## src/rtl/cpu_sim_pkg.sv

```systemverilog
// Shared types and constants for the single-cycle CPU simulation environment.
package cpu_sim_pkg;

    localparam int unsigned WORD_W     = 32;
    localparam int unsigned SAME_CNT_W = 8;

    localparam logic [WORD_W-1:0] SYSCALL_WORD = 32'h0000_000C;
    localparam int unsigned       V0_REG       = 2;

    typedef enum logic [1:0] {
        NONE    = 2'd0,
        SYSCALL = 2'd1,
        LOOP    = 2'd2,
        TIMEOUT = 2'd3
    } halt_cause_t;

    typedef enum logic [1:0] {
        IDLE   = 2'd0,
        RUN    = 2'd1,
        HALTED = 2'd2
    } mon_state_t;

endpackage

```

## src/rtl/cpu_halt_monitor_if.sv

```systemverilog
// Retirement stream from the CPU into the halt monitor, plus the monitor's status.
interface cpu_halt_monitor_if;
    import cpu_sim_pkg::*;

    logic              start;
    logic              valid;
    logic [WORD_W-1:0] pc;
    logic [WORD_W-1:0] instr;
    logic [WORD_W-1:0] v0;

    logic              running;
    logic              done;
    halt_cause_t       halt_cause;
    logic [WORD_W-1:0] cycle_count;
    logic [WORD_W-1:0] instr_count;
    logic [WORD_W-1:0] final_pc;

    modport master (
        output start, valid, pc, instr, v0,
        input  running, done, halt_cause, cycle_count, instr_count, final_pc
    );

    modport slave (
        input  start, valid, pc, instr, v0,
        output running, done, halt_cause, cycle_count, instr_count, final_pc
    );

endinterface

```

## src/rtl/pc_loop_detector.sv

```systemverilog
// Tracks the run length of identical retiring PCs and flags a self-loop.
module pc_loop_detector
    import cpu_sim_pkg::*;
#(
    parameter int unsigned LOOP_LIMIT = 4
) (
    input  logic              clk,
    input  logic              reset,
    input  logic              en,
    input  logic [WORD_W-1:0] pc,
    output logic              loop_hit_c,
    output logic [WORD_W-1:0] prev_pc
);

    localparam logic [SAME_CNT_W-1:0] SAME_MAX = '1;

    logic [SAME_CNT_W-1:0] same_cnt;
    logic [SAME_CNT_W-1:0] same_nxt_c;
    logic                  match_c;

    // same_cnt == 0 marks "no sample yet", so a first pc of 0 never matches.
    always_comb begin
        match_c    = 1'b0;
        same_nxt_c = SAME_CNT_W'(1);
        loop_hit_c = 1'b0;
        match_c    = (same_cnt != '0) && (pc == prev_pc);
        if (match_c) begin
            same_nxt_c = (same_cnt == SAME_MAX) ? same_cnt : same_cnt + SAME_CNT_W'(1);
        end
        loop_hit_c = en && (same_nxt_c == SAME_CNT_W'(LOOP_LIMIT));
    end

    always_ff @(posedge clk or posedge reset) begin
        if (reset) begin
            same_cnt <= '0;
            prev_pc  <= '0;
        end else if (en) begin
            same_cnt <= same_nxt_c;
            if (!match_c) begin
                prev_pc <= pc;
            end
        end
    end

endmodule

```

## src/rtl/cpu_halt_monitor.sv

```systemverilog
// Decides when the simulated program has finished (exit syscall, self-loop or
// cycle budget) and reports cycle/instruction counts and the final PC.
module cpu_halt_monitor
    import cpu_sim_pkg::*;
#(
    parameter int unsigned       TIMEOUT_CYCLES = 300,
    parameter int unsigned       LOOP_LIMIT     = 4,
    parameter logic [WORD_W-1:0] EXIT_CODE      = 32'd10
) (
    input  logic              clk,
    input  logic              reset,
    cpu_halt_monitor_if.slave bus
);

    localparam logic [WORD_W-1:0] CNT_MAX = '1;

    mon_state_t        state;
    logic              running_q;
    logic              done_q;
    halt_cause_t       cause_q;
    logic [WORD_W-1:0] cycle_q;
    logic [WORD_W-1:0] instr_q;
    logic [WORD_W-1:0] final_pc_q;

    logic              loop_en_c;
    logic              loop_hit_c;
    logic              sys_hit_c;
    logic              timeout_hit_c;
    logic [WORD_W-1:0] prev_pc;
    logic [WORD_W-1:0] cycle_inc_c;
    logic [WORD_W-1:0] instr_inc_c;
    halt_cause_t       cause_c;

    assign loop_en_c = (state == RUN) && bus.valid;

    pc_loop_detector #(
        .LOOP_LIMIT (LOOP_LIMIT)
    ) u_loop (
        .clk        (clk),
        .reset      (reset),
        .en         (loop_en_c),
        .pc         (bus.pc),
        .loop_hit_c (loop_hit_c),
        .prev_pc    (prev_pc)
    );

    // Saturating increments and prioritised halt decision for this edge.
    always_comb begin
        cycle_inc_c   = '0;
        instr_inc_c   = '0;
        sys_hit_c     = 1'b0;
        timeout_hit_c = 1'b0;
        cause_c       = NONE;

        cycle_inc_c   = (cycle_q == CNT_MAX) ? cycle_q : cycle_q + WORD_W'(1);
        instr_inc_c   = (instr_q == CNT_MAX) ? instr_q : instr_q + WORD_W'(1);
        sys_hit_c     = loop_en_c && (bus.instr == SYSCALL_WORD) && (bus.v0 == EXIT_CODE);
        timeout_hit_c = (state == RUN) && (cycle_inc_c == WORD_W'(TIMEOUT_CYCLES));

        if (sys_hit_c) begin
            cause_c = SYSCALL;
        end else if (loop_hit_c) begin
            cause_c = LOOP;
        end else if (timeout_hit_c) begin
            cause_c = TIMEOUT;
        end
    end

    always_ff @(posedge clk or posedge reset) begin
        if (reset) begin
            state      <= IDLE;
            running_q  <= 1'b0;
            done_q     <= 1'b0;
            cause_q    <= NONE;
            cycle_q    <= '0;
            instr_q    <= '0;
            final_pc_q <= '0;
        end else begin
            case (state)
                IDLE: begin
                    if (bus.start) begin
                        state     <= RUN;
                        running_q <= 1'b1;
                    end
                end
                RUN: begin
                    cycle_q <= cycle_inc_c;
                    if (bus.valid) begin
                        instr_q <= instr_inc_c;
                    end
                    // prev_pc still holds the last valid pc when valid is low.
                    if (cause_c != NONE) begin
                        state      <= HALTED;
                        running_q  <= 1'b0;
                        done_q     <= 1'b1;
                        cause_q    <= cause_c;
                        final_pc_q <= bus.valid ? bus.pc : prev_pc;
                    end
                end
                default: ;
            endcase
        end
    end

    assign bus.running     = running_q;
    assign bus.done        = done_q;
    assign bus.halt_cause  = cause_q;
    assign bus.cycle_count = cycle_q;
    assign bus.instr_count = instr_q;
    assign bus.final_pc    = final_pc_q;

endmodule

```

## src/flat_wrapper.sv

```systemverilog
// flat-port wrapper written by rule: the top's interface ports become plain ports
module cpu_halt_monitor_flat import cpu_sim_pkg::*;
#(
    parameter int unsigned       TIMEOUT_CYCLES = 300,
    parameter int unsigned       LOOP_LIMIT     = 4,
    parameter logic [WORD_W-1:0] EXIT_CODE      = 32'd10
)
  (clk, reset, bus_start, bus_valid, bus_pc, bus_instr, bus_v0, bus_running, bus_done, bus_halt_cause, bus_cycle_count, bus_instr_count, bus_final_pc);
  cpu_halt_monitor_if bus_i ();
  input  logic clk;
  input  logic reset;
  input wire logic [$bits(bus_i.start)-1:0] bus_start;
  input wire logic [$bits(bus_i.valid)-1:0] bus_valid;
  input wire logic [$bits(bus_i.pc)-1:0] bus_pc;
  input wire logic [$bits(bus_i.instr)-1:0] bus_instr;
  input wire logic [$bits(bus_i.v0)-1:0] bus_v0;
  output wire logic [$bits(bus_i.running)-1:0] bus_running;
  output wire logic [$bits(bus_i.done)-1:0] bus_done;
  output wire logic [$bits(bus_i.halt_cause)-1:0] bus_halt_cause;
  output wire logic [$bits(bus_i.cycle_count)-1:0] bus_cycle_count;
  output wire logic [$bits(bus_i.instr_count)-1:0] bus_instr_count;
  output wire logic [$bits(bus_i.final_pc)-1:0] bus_final_pc;
  assign bus_i.start = bus_start;
  assign bus_i.valid = bus_valid;
  assign bus_i.pc = bus_pc;
  assign bus_i.instr = bus_instr;
  assign bus_i.v0 = bus_v0;
  assign bus_running = bus_i.running;
  assign bus_done = bus_i.done;
  assign bus_halt_cause = bus_i.halt_cause;
  assign bus_cycle_count = bus_i.cycle_count;
  assign bus_instr_count = bus_i.instr_count;
  assign bus_final_pc = bus_i.final_pc;
  cpu_halt_monitor #(.TIMEOUT_CYCLES(TIMEOUT_CYCLES), .LOOP_LIMIT(LOOP_LIMIT), .EXIT_CODE(EXIT_CODE)) u_core (.clk(clk), .reset(reset), .bus(bus_i));
endmodule
```

## config.mk

```make
export PLATFORM = sky130hd
export DESIGN_NAME = cpu_halt_monitor_flat
export DESIGN_NICKNAME = d
export VERILOG_FILES = /design/src/rtl/cpu_sim_pkg.sv /design/src/rtl/cpu_halt_monitor_if.sv /design/src/rtl/pc_loop_detector.sv /design/src/rtl/cpu_halt_monitor.sv /design/src/flat_wrapper.sv
export SDC_FILE = /design/constraint.sdc
export NUM_CORES = 1
export LEC_CHECK = 0
export ABC_CLOCK_PERIOD_IN_PS = 11050
export CAP_MARGIN = 20
export CORE_MARGIN = 2
export CORE_UTILIZATION = 54
export CTS_CLUSTER_SIZE = 28
export DETAILED_ROUTE_END_ITERATION = 16
export GPL_ROUTABILITY_DRIVEN = 0
export PLACE_DENSITY = 0.87
export SYNTH_ARGS = -nofsm -noshare
export SYNTH_HDL_FRONTEND = slang
export SYNTH_SLANG_ARGS = --single-unit
```

## constraint.sdc

```tcl
create_clock -name clk -period 11.05 [get_ports clk]
set_input_delay 2.7625 -clock clk [delete_from_list [all_inputs] [get_ports clk]]
set_output_delay 2.7625 -clock clk [all_outputs]
set_load 0.02 [all_outputs]
```

### After elaboration in Yosys (flattened, before gate mapping)

Cells that the tools add are included.

| operators by class | value |
|---|---|
| bitwise logic cells | 2 |
| mux-type cells | 13 |
| add/subtract/negate cells | 3 |
| reductions and logical operators | 14 |
| equality and inequality tests | 11 |

Operators with widths:

| cell | number |
|---|---|
| 32-bit by 1-bit adder with 32-bit output (second input constant) | 2 |
| 32-bit == test (second input constant) | 2 |
| 32-bit by 4-bit == test with 1-bit output (second input constant) | 2 |
| 32-bit two-way mux | 2 |
| 32-bit == test | 1 |
| 32-bit by 9-bit == test with 1-bit output (second input constant) | 1 |
| 8-bit two-way mux | 2 |
| 2-bit two-way mux | 5 |
| 8-bit by 1-bit adder with 8-bit output (second input constant) | 1 |
| 8-bit by 3-bit == test with 1-bit output (second input constant) | 1 |
| 8-bit == test (second input constant) | 1 |
| 8-bit nonzero test | 1 |
| 1-bit logical AND | 6 |
| 3-bit AND reduction | 2 |
| 2-bit inequality test (second input constant) | 2 |
| 2-bit one-hot mux with 2 select lines | 1 |
| 2-bit AND reduction | 2 |
| 2-bit nonzero test | 2 |
| 2-bit by 1-bit == test with 1-bit output (second input constant) | 1 |
| 2-bit logical NOT | 1 |
| 1-bit two-way mux | 2 |
| 1-bit NOT | 2 |
| 1-bit one-hot mux with 2 select lines | 1 |

| word-level totals | value |
|---|---|
| bits of input ports | 100 |
| output and inout port bits | 100 |
| logic and storage cells | 52 |
| bits in registers | 142 |

### Longest topological paths before layout

Gate-level depths: netlist of run 1.

| depth | value |
|---|---|
| depth in word-level cells | 10 |
| depth in mapped cells | 11 |
| mapped depth without buffers | 9 |

### By module

Synthesis of run 1 repeated with hierarchy kept, for this count alone.

| unflattened totals | value |
|---|---|
| cells, all modules | 714 |
| area, all modules | 7811.2 um^2 |

Modules (own cells, without submodules):

| module | area an instance (um^2) | cells an instance | instances | seq. area each (um^2) |
|---|---|---|---|---|
| cpu_halt_monitor | 5650.4 | 528 | 1 | 2527.4 |
| pc_loop_detector | 2160.8 | 186 | 1 | 1001.0 |

### Worst setup path after synthesis of run 1

OpenSTA, ideal clock, no wires.

| path | value |
|---|---|
| kind | input -> register |
| start point | input port bus_pc[15] |
| end point | register u_core.final_pc_q[0], in the netlist u_core.bus.final_pc[0] |
| setup time | 0.125 ns |
| data arrival time | 4.559 ns |
| stages | 9 |
| slack | 6.366 ns |
| required time | 10.925 ns |
| path buffers | 1 |
| path through | xnor2_1 -> nand4_1 -> nor4_1 -> nand3_1 -> nor2_1 -> nand4_1 -> o211ai_4 -> buf_8 -> mux2_4 |

| between the ends | value |
|---|---|
| longest elaborated chain between the ends | 9 |

Ends and longest elaborated chain:

| what | line | RTL |
|---|---|---|
| start, declared | flat_wrapper.sv:14 | `input wire logic [$bits(bus_i.pc)-1:0] bus_pc;` |
| 32-bit == test | pc_loop_detector.sv:26 | `match_c = (same_cnt != '0) && (pc == prev_pc);` |
| 1-bit logical AND | pc_loop_detector.sv:26 |  |
| 8-bit two-way mux | pc_loop_detector.sv:27 | `if (match_c) begin` |
| 8-bit by 3-bit == test with 1-bit output | pc_loop_detector.sv:30 | `loop_hit_c = en && (same_nxt_c == SAME_CNT_W'(LOOP_LIMIT));` |
| 1-bit logical AND | pc_loop_detector.sv:30 |  |
| 2-bit two-way mux | cpu_halt_monitor.sv:62 | `end else if (loop_hit_c) begin` |
| 2-bit two-way mux | cpu_halt_monitor.sv:60 | `if (sys_hit_c) begin` |
| 2-bit nonzero test | cpu_halt_monitor.sv:92 | `if (cause_c != NONE) begin` |
| 2-bit AND reduction (no line) | - |  |
| end signal, assigned | cpu_halt_monitor.sv:97 | `final_pc_q <= bus.valid ? bus.pc : prev_pc;` |
| end, declared | cpu_halt_monitor.sv:23 | `logic [WORD_W-1:0] final_pc_q;` |

No other way between the ends.
A chain may end at the register's enable or synchronous reset.

### Worst setup path in the final report of run 1

| path | value |
|---|---|
| start point | input port bus_valid |
| end point | register u_core.final_pc_q[28], in the netlist u_core.bus.final_pc[28] |

| between the ends | value |
|---|---|
| longest elaborated chain between the ends | 6 |
| elaborated cells on any way between the ends | 9 |
| classes of those cells | 3 x mux; 6 x reduce/logical |

Ends and longest elaborated chain:

| what | line | RTL |
|---|---|---|
| start, declared | flat_wrapper.sv:13 | `input wire logic [$bits(bus_i.valid)-1:0] bus_valid;` |
| 1-bit logical AND | cpu_halt_monitor.sv:34 | `assign loop_en_c = (state == RUN) && bus.valid;` |
| 1-bit logical AND, on equally long branches | pc_loop_detector.sv:30, cpu_halt_monitor.sv:57 |  |
| 2-bit two-way mux / 1-bit logical AND (equally long branches) | cpu_halt_monitor.sv:62, cpu_halt_monitor.sv:57 |  |
| 2-bit two-way mux | cpu_halt_monitor.sv:60 |  |
| 2-bit nonzero test | cpu_halt_monitor.sv:92 |  |
| 2-bit AND reduction (no line) | - |  |

Several ways; a longest one is shown, not always the timed one.

==> summary.md, run 1 <==
| Metric | Value |
|---|---|
| Die H | 125 um |
| Largest net degree at the start of global routing | 89 |
| Setup violators final | 0 |
| Total of max-cap violations | 0 |
| Yosys warnings | 0 |
| WL final | 20.2 mm |
| Mapped Area | 7850 um^2 |
| Area growth syn-to-layout | 33.8% |
| Clock Path Buffers | 2 |
| Clk root buf | clkbuf_16 |
| Dominant cell type by area after synthesis | dfrtp_1 |
| CTS buffer count | 17 |
| Clock-pin slew on the worst setup and hold paths | 60 ps |
| Core area | 14400 um^2 |
| Final nets | 1020 |
| I/O Buffers | 199 |
| Critical Path AT | 6190 ps |
| Via density | 5.83 |
| Status | finished, final reports clean |
| Max-slew headroom | 0.478 |
| # diodes | 0 |
| Main synth FF type | dfrtp_1 |
| Final WS setup | 5160 ps |
| Crit end category | register |
| WL/cell | 18.2 um |
| Worst endpoint required time | 11350 ps |
| Post-synth top area share | 0.449 |
| Sequential area share after synthesis | 0.449 |
| Top cells by area, synth | dfrtp_1 45%, mux2_2 10%, xnor2_1 8.3%, mux2_4 5.2%, xor2_1 3.6% |
| Die Area | 15500 um^2 |
| Number of synthesized flops with an enable pin | 0 |
| Cts hold-fix bufs | 0 |
| Peak Freq | 170 MHz |
| Critical path fanouts, max | 35 |
| Slew at the pin with the worst max-slew slack | 783 ps |
| Setup CP Type | input port to register |
| Startpoint Class | input port |
| Clock Skew | 10.1 ps |
| Leakage power | 4.37 nW |
| Final min period | 5890 ps |
| Post-Syn Nets | 832 |
| Initial antenna violation count | 0 |
| H-tree Lvls | 4 |
| Post-synthesis average cell area | 10.8 um^2 |
| Cell count after placement | 1080 |
| Vias in the first global route | 6445 |
| RSZ-0062 raised after global routing | false |
| Antenna viol nets, final | 0 |
| Iter 0 DRT Violations | 528 |
| Gr ovfl total | 0 |
| Final non-filler cell total | 1111 |
| Total track usage | 0.264 |
| Post-Place Worst Slack | 4660 ps |
| Ys async rst share | 1.00 |
| Seq cells post-synth | 141 |
| Pwr Density | 110 nW/um^2 |
| Drc violations | 0 |
| Commonest non-fill, non-tap cell in the layout | clkdlybuf4s50_1 |
| Row Count | 44 |
| First-pass GRT wire length | 32.9 mm |
| Hold Vio Cnt, Final | 0 |
| Peak VDD IR | 0.114 mV |
| Buffer count from post-CTS setup fixing | 0 |
| Synthesized instance count | 728 |
| Synth unique cells | 57 |
| Layout cells sized above 1 | 0.155 |
| Final Max Tran Viols | 0 |
| Initial Utilization | 0.547 |
| Clock latency on the worst-skew pair | 420 ps |
| Overall Power | 0.00116 W |
| Final worst path period share | 0.533 |
| Num ports | 200 |
| First drt pass iteration count | 6 |
| HPWL after DPL | 14.5 mm |
| DR vias | 6475 |
| Commonest cells after routing, fill and taps aside | 199 x clkdlybuf4s50_1, 141 x dfrtp_1, 74 x xnor2_1 |
| Die W | 125 um |
| Post-layout util | 0.731 |
| Final setup TNS | 0 ps |
| Clock Sinks | 141 |
| CTS tree | done |
| Hold Crit Class | register to register |
| Cts repair resizes | 0 |
==> power breakdown <==
part           internal (W)  leakage, nW  switching, W   total, W
clock network      0.000330        0.272      0.000205   0.000535
registers          0.000523         1.90    0.00000436   0.000527
logic             0.0000591         2.19     0.0000395  0.0000986
==> routing by layer <==
metal  track usage  wire length, um  vias up  share of wire
met1         0.318             7980     3096           0.39
met4         0.122              618        0          0.031
met2         0.428             9630      305           0.48
li1              -                -     3022              -
met5             0                0        -              0
met3        0.0915             2010       52          0.099
==> area by class of cell <==
type | count | area (um^2)
Clock inverter | 6 | 61.3
Inverter | 10 | 42.5
Clock buffer | 24 | 492
Multi-Input combinational cell | 542 | 4110
Fill cell | 1020 | 3860
Sequential cell | 141 | 3530
Tap cell | 184 | 230
Timing Repair Buffer | 204 | 2040
==> worst paths after layout <==
path	endpoint	slack [ps]	from	cells after the start
setup / recovery	u_core.bus.final_pc[28]	5160	bus_valid	9
hold / removal	u_core.bus.done	480	u_core.bus.done	1
setup reg to reg	u_core.bus.final_pc[28]	6860	u_core.bus.cycle_count[3]	9
hold reg to reg	u_core.bus.done	480	u_core.bus.done	1
max in group asynchronous	u_core.bus.cycle_count[29]	6950	reset	3
min in group asynchronous	u_core.bus.instr_count[8]	2870	reset	2
==> through the flow <==
step	cell area (um^2)	hold WS, ps
floorplan	7850	476
global placement	9930	457
detailed placement	9930	466
CTS	10500	478
global route	10500	490
finish	10500	476
==> registers in the layout, indices dropped and copies added, names as in the netlist <==
register / flops
u_core.bus.final_pc: 32
u_core.u_loop.prev_pc: 32
u_core.bus.done: 1
u_core.bus.halt_cause: 2
u_core.u_loop.same_cnt: 8
u_core.state: 2
u_core.bus.instr_count: 32
u_core.bus.cycle_count: 32
==> synthesized netlist by cell type (6+ instances only) <==
cell type,instances
xor2_1,32
clkbuf_1,20
buf_2,8
nand4_1,44
dfrtp_1,141
a31oi_1,6
mux2_2,71
mux2_4,27
nor3_1,18
o21ai_0,8
nor4_1,27
inv_1,10
nor2_1,42
and3_1,12
and2_1,12
nand3_1,29
a21oi_1,13
nand2_1,57
xnor2_1,74
and4_1,7
==> critical path: stages <==
cell and delay (ps):
clkdlybuf4s50_1 460, buf_4 410, and2_1 520, nand4_1 180, nor3_1 320, nand4_1 390, o211ai_4 190, buf_4 520
mux2_2 410
==> cell families after synthesis <==
logic type / count (synthesis) / share of synthesized area
AND/OR/NAND/NOR: 273 / 0.186
flip-flops: 141 / 0.449
XOR/XNOR: 106 / 0.118
multiplexers: 102 / 0.159
AO/OA/AOI/OAI: 57 / 0.0526
buffers and inverters: 45 / 0.0292
adder cells (fa/ha/maj): 4 / 0.00637
(Power assumes the default switching activity.)
==> inputs of run 2 (changes only) <==
--- a/config.mk
+++ b/config.mk
@@ -5,14 +5,14 @@
 export SDC_FILE = /design/constraint.sdc
 export NUM_CORES = 1
 export LEC_CHECK = 0
-export ABC_CLOCK_PERIOD_IN_PS = 11050
+export ABC_CLOCK_PERIOD_IN_PS = 4800
 export CAP_MARGIN = 20
 export CORE_MARGIN = 2
-export CORE_UTILIZATION = 54
+export CORE_UTILIZATION = 45
 export CTS_CLUSTER_SIZE = 28
 export DETAILED_ROUTE_END_ITERATION = 16
 export GPL_ROUTABILITY_DRIVEN = 0
-export PLACE_DENSITY = 0.87
+export PLACE_DENSITY = 0.77
 export SYNTH_ARGS = -nofsm -noshare
 export SYNTH_HDL_FRONTEND = slang
 export SYNTH_SLANG_ARGS = --single-unit
==> constraint.sdc (replaced) <==
create_clock -name clk -period 4.8 [get_ports clk]
set_input_delay 1.2 -clock clk [delete_from_list [all_inputs] [get_ports clk]]
set_output_delay 1.2 -clock clk [all_outputs]
set_load 0.02 [all_outputs]
==> run 2 against run 1 <==
Compared with the run above:
- via count down 0.40%
- critical endpoint is now u_core.bus.final_pc[22]
- wire length up 1.5%
- critical path depth unchanged
- non-clock buffer count up 12
- utilization down 11 points
- worst hold slack better by 11 ps
- power up 140%
- combinational power up 130%
- sequential power up 130%
- clock skew about the same
==> summary.md, run 2 (same netlist as run 1, synthesis figures left out) <==
| Metric | Value |
|---|---|
| Hold Crit Class | register to register |
| First-pass GRT wire length | 31.9 mm (-2.9%) |
| H-tree Lvls | 4 (unchanged) |
| Clock Power Share | 0.474 (+0.013) |
| Hold endpoint | u_core.bus.done |
| Total track usage | 0.222 (-0.0422) |
| Max-slew headroom | 0.369 (-0.109) |
| Clock Path Buffers | 2 (unchanged) |
| RR Endpoint | u_core.bus.final_pc[22] |
| WL final | 20.5 mm (+1.5%) |
| Die H | 136 um (+9.2%) |
| Hold Crit Depth | 1 (unchanged) |
| Setup CP Type | register to register |
| Crit end category | register |
| Layout cells sized above 1 | 0.170 (+0.0147) |
| Hold Vio Cnt, Final | 0 (unchanged) |
| Worst endpoint required time | 5100 ps (-6250 ps) |
| Initial antenna violation count | 0 (unchanged) |
| Clock Sinks | 141 (unchanged) |
| Clock latency on the worst-skew pair | 420 ps (about the same) |
| Peak VDD IR | 0.259 mV (+130%) |
| Die Area | 18500 um^2 (+19%) |
| Clock-pin slew on the worst setup and hold paths | 60 ps (about the same) |
| CTS buffer count | 17 (unchanged) |
| Vias in the first global route | 6189 (-4.0%) |
| Initial Utilization | 0.457 (-0.0893) |
| CTS tree | done |
| Leakage power | 4.44 nW (+1.6%) |
| Buffer count from post-CTS setup fixing | 0 (unchanged) |
| Total of max-cap violations | 0 (unchanged) |
| Post-Place Worst Slack | 210 ps (-4450 ps) |
| Area growth syn-to-layout | 36.0% |
| First drt pass iteration count | 5 (-1) |
| DR vias | 6449 (-0.40%) |
| Iter 0 DRT Violations | 461 (-13%) |
| Largest net degree at the start of global routing | 142 (+60%) |
| I/O Buffers | 199 (unchanged) |
| Via density | 5.53 (-5.1%) |
| Startpoint Class | register |
| Commonest cells after routing, fill and taps aside | 199 x clkdlybuf4s50_1, 141 x dfrtp_1, 74 x xnor2_1 |
| Final Max Tran Viols | 0 (unchanged) |
| Num ports | 200 (unchanged) |
| Status | finished, final reports clean |
| Final nets | 1032 (+1.2%) |
| FF+latch area | 3530 um^2 (unchanged) |
| Row Count | 48 (+9.1%) |
| RSZ-0062 raised after global routing | false |
| Cts hold-fix bufs | 0 (unchanged) |
| Overall Power | 0.00274 W (+140%) |
| WL/cell | 17.6 um (-3.3%) |
| Sw Ratio | 0.226 (+0.0115) |
| Drc violations | 0 (unchanged) |
| R2R depth | 9 (unchanged) |
| Final worst path period share | 0.906 |
| Cts repair resizes | 0 (unchanged) |
| Logic pwr share | 0.083 (-0.002) |
| Fillers | 1370 (+34%) |
| Final setup TNS | 0 ps (unchanged) |
| Peak Freq | 230 MHz |
| Final min period | 4350 ps |
| # diodes | 0 (unchanged) |
| Slew at the pin with the worst max-slew slack | 943 ps (+160 ps) |
| Die W | 136 um (+9.2%) |
| Commonest non-fill, non-tap cell in the layout | clkdlybuf4s50_1 |
| Core area | 17200 um^2 (+20%) |
| Clk root buf | clkbuf_16 |
| Int Power | 0.00212 W (+130%) |
| Setup violators final | 0 (unchanged) |
| Sequential power share | 0.443 (-0.011) |
| Net Switching | 0.000620 W (+150%) |
| HPWL after DPL | 15.1 mm (+4.1%) |
| Gr ovfl total | 0 (unchanged) |
| Critical Path AT | 4650 ps (-1540 ps) |
| Final WS setup | 451 ps (-4710 ps) |
| Hold Path Origin | u_core.bus.done |
| Multi-input gate area | 4110 um^2 (unchanged) |
| Worst r2r src | u_core.bus.cycle_count[3] |
| Pwr Density | 257 nW/um^2 (+130%) |
| Antenna viol nets, final | 0 (unchanged) |
| Reg-to-reg slack, setup | 450 ps (-6410 ps) |
| Clock Skew | 10.3 ps (+0.267 ps) |
| Critical path fanouts, max | 20 (-43%) |
[run 2: cell count changes in the layout (fill, tap and decap cells not counted)]
| cell | previous run | this run |
|---|---|---|
| buf_4 | 4 | 16 |
| bufinv_16 | 1 | 2 |
| clkbuf_1 | 3 | 1 |
| clkbuf_8 | 4 | 1 |
| clkinv_4 | 1 | 3 |
| clkinvlp_4 | 1 | 4 |
| inv_6 | 1 | 2 |
[run 2: layout make-up]
| cell class | instances | share of cell area |
|---|---|---|
| flip-flops and latches | 141 | 0.330 |
| clock inverters | 13 | 0.0132 |
| repair buffers | 216 | 0.200 |
| multi-input cells | 542 | 0.385 |
| inverters | 10 | 0.00387 |
| well taps | 225 | 0.0264 |
| clock buffers | 19 | 0.0415 |
[run 2: worst max-delay path by stage]
stage                                         start                 endpoint  slack, ps  depth (start not counted)
after floorplan           u_core.bus.cycle_count[3]   u_core.bus.final_pc[0]       1080                         11
after global placement                   bus_pc[15]   u_core.bus.final_pc[6]        260                         10
after detailed placement                 bus_pc[15]  u_core.bus.final_pc[26]        210                         10
after CTS                 u_core.bus.cycle_count[3]  u_core.bus.final_pc[22]        440                          9
after global routing      u_core.bus.cycle_count[3]  u_core.bus.final_pc[22]        300                          9
final                     u_core.bus.cycle_count[3]  u_core.bus.final_pc[22]        450                          9
[run 2: layer usage]
metal	global-route usage	wire [um]	up-vias	part of all wire
li1	-	-	3023	-
met1	0.288	8630	3100	0.42
met2	0.353	9530	292	0.46
met3	0.0716	2000	34	0.097
met4	0.0718	382	0	0.019
met5	0	0	-	0
[run 2: worst max-delay path: stages, from the launching register on]
cell and delay, ps:
dfrtp_1 550, nand2_1 180, or4_1 620, o41a_1 440, or4_4 510, a211oi_2 260, nand4_2 180, o211ai_4 800
buf_4 360, mux2_4 320
[run 2: per-stage QoR]
step	util	hold slack (ps)	cells	cell area [um^2]
after floorplan	-	476	728	7860
after global placement	0.588	473	1134	10100
after detailed placement	0.588	479	1134	10100
after CTS	0.622	492	1166	10700
after global routing	0.622	510	1166	10700
final	0.622	486	1166	10700
[run 2: power groups by stage]
stage               logic (W)  clock network (W)  registers, W
finish               0.000227            0.00130       0.00121
global route         0.000245            0.00138       0.00121
CTS                  0.000231            0.00132       0.00121
detailed placement   0.000230                  0       0.00123
global placement     0.000228                  0       0.00123
floorplan           0.0000727                  0       0.00125
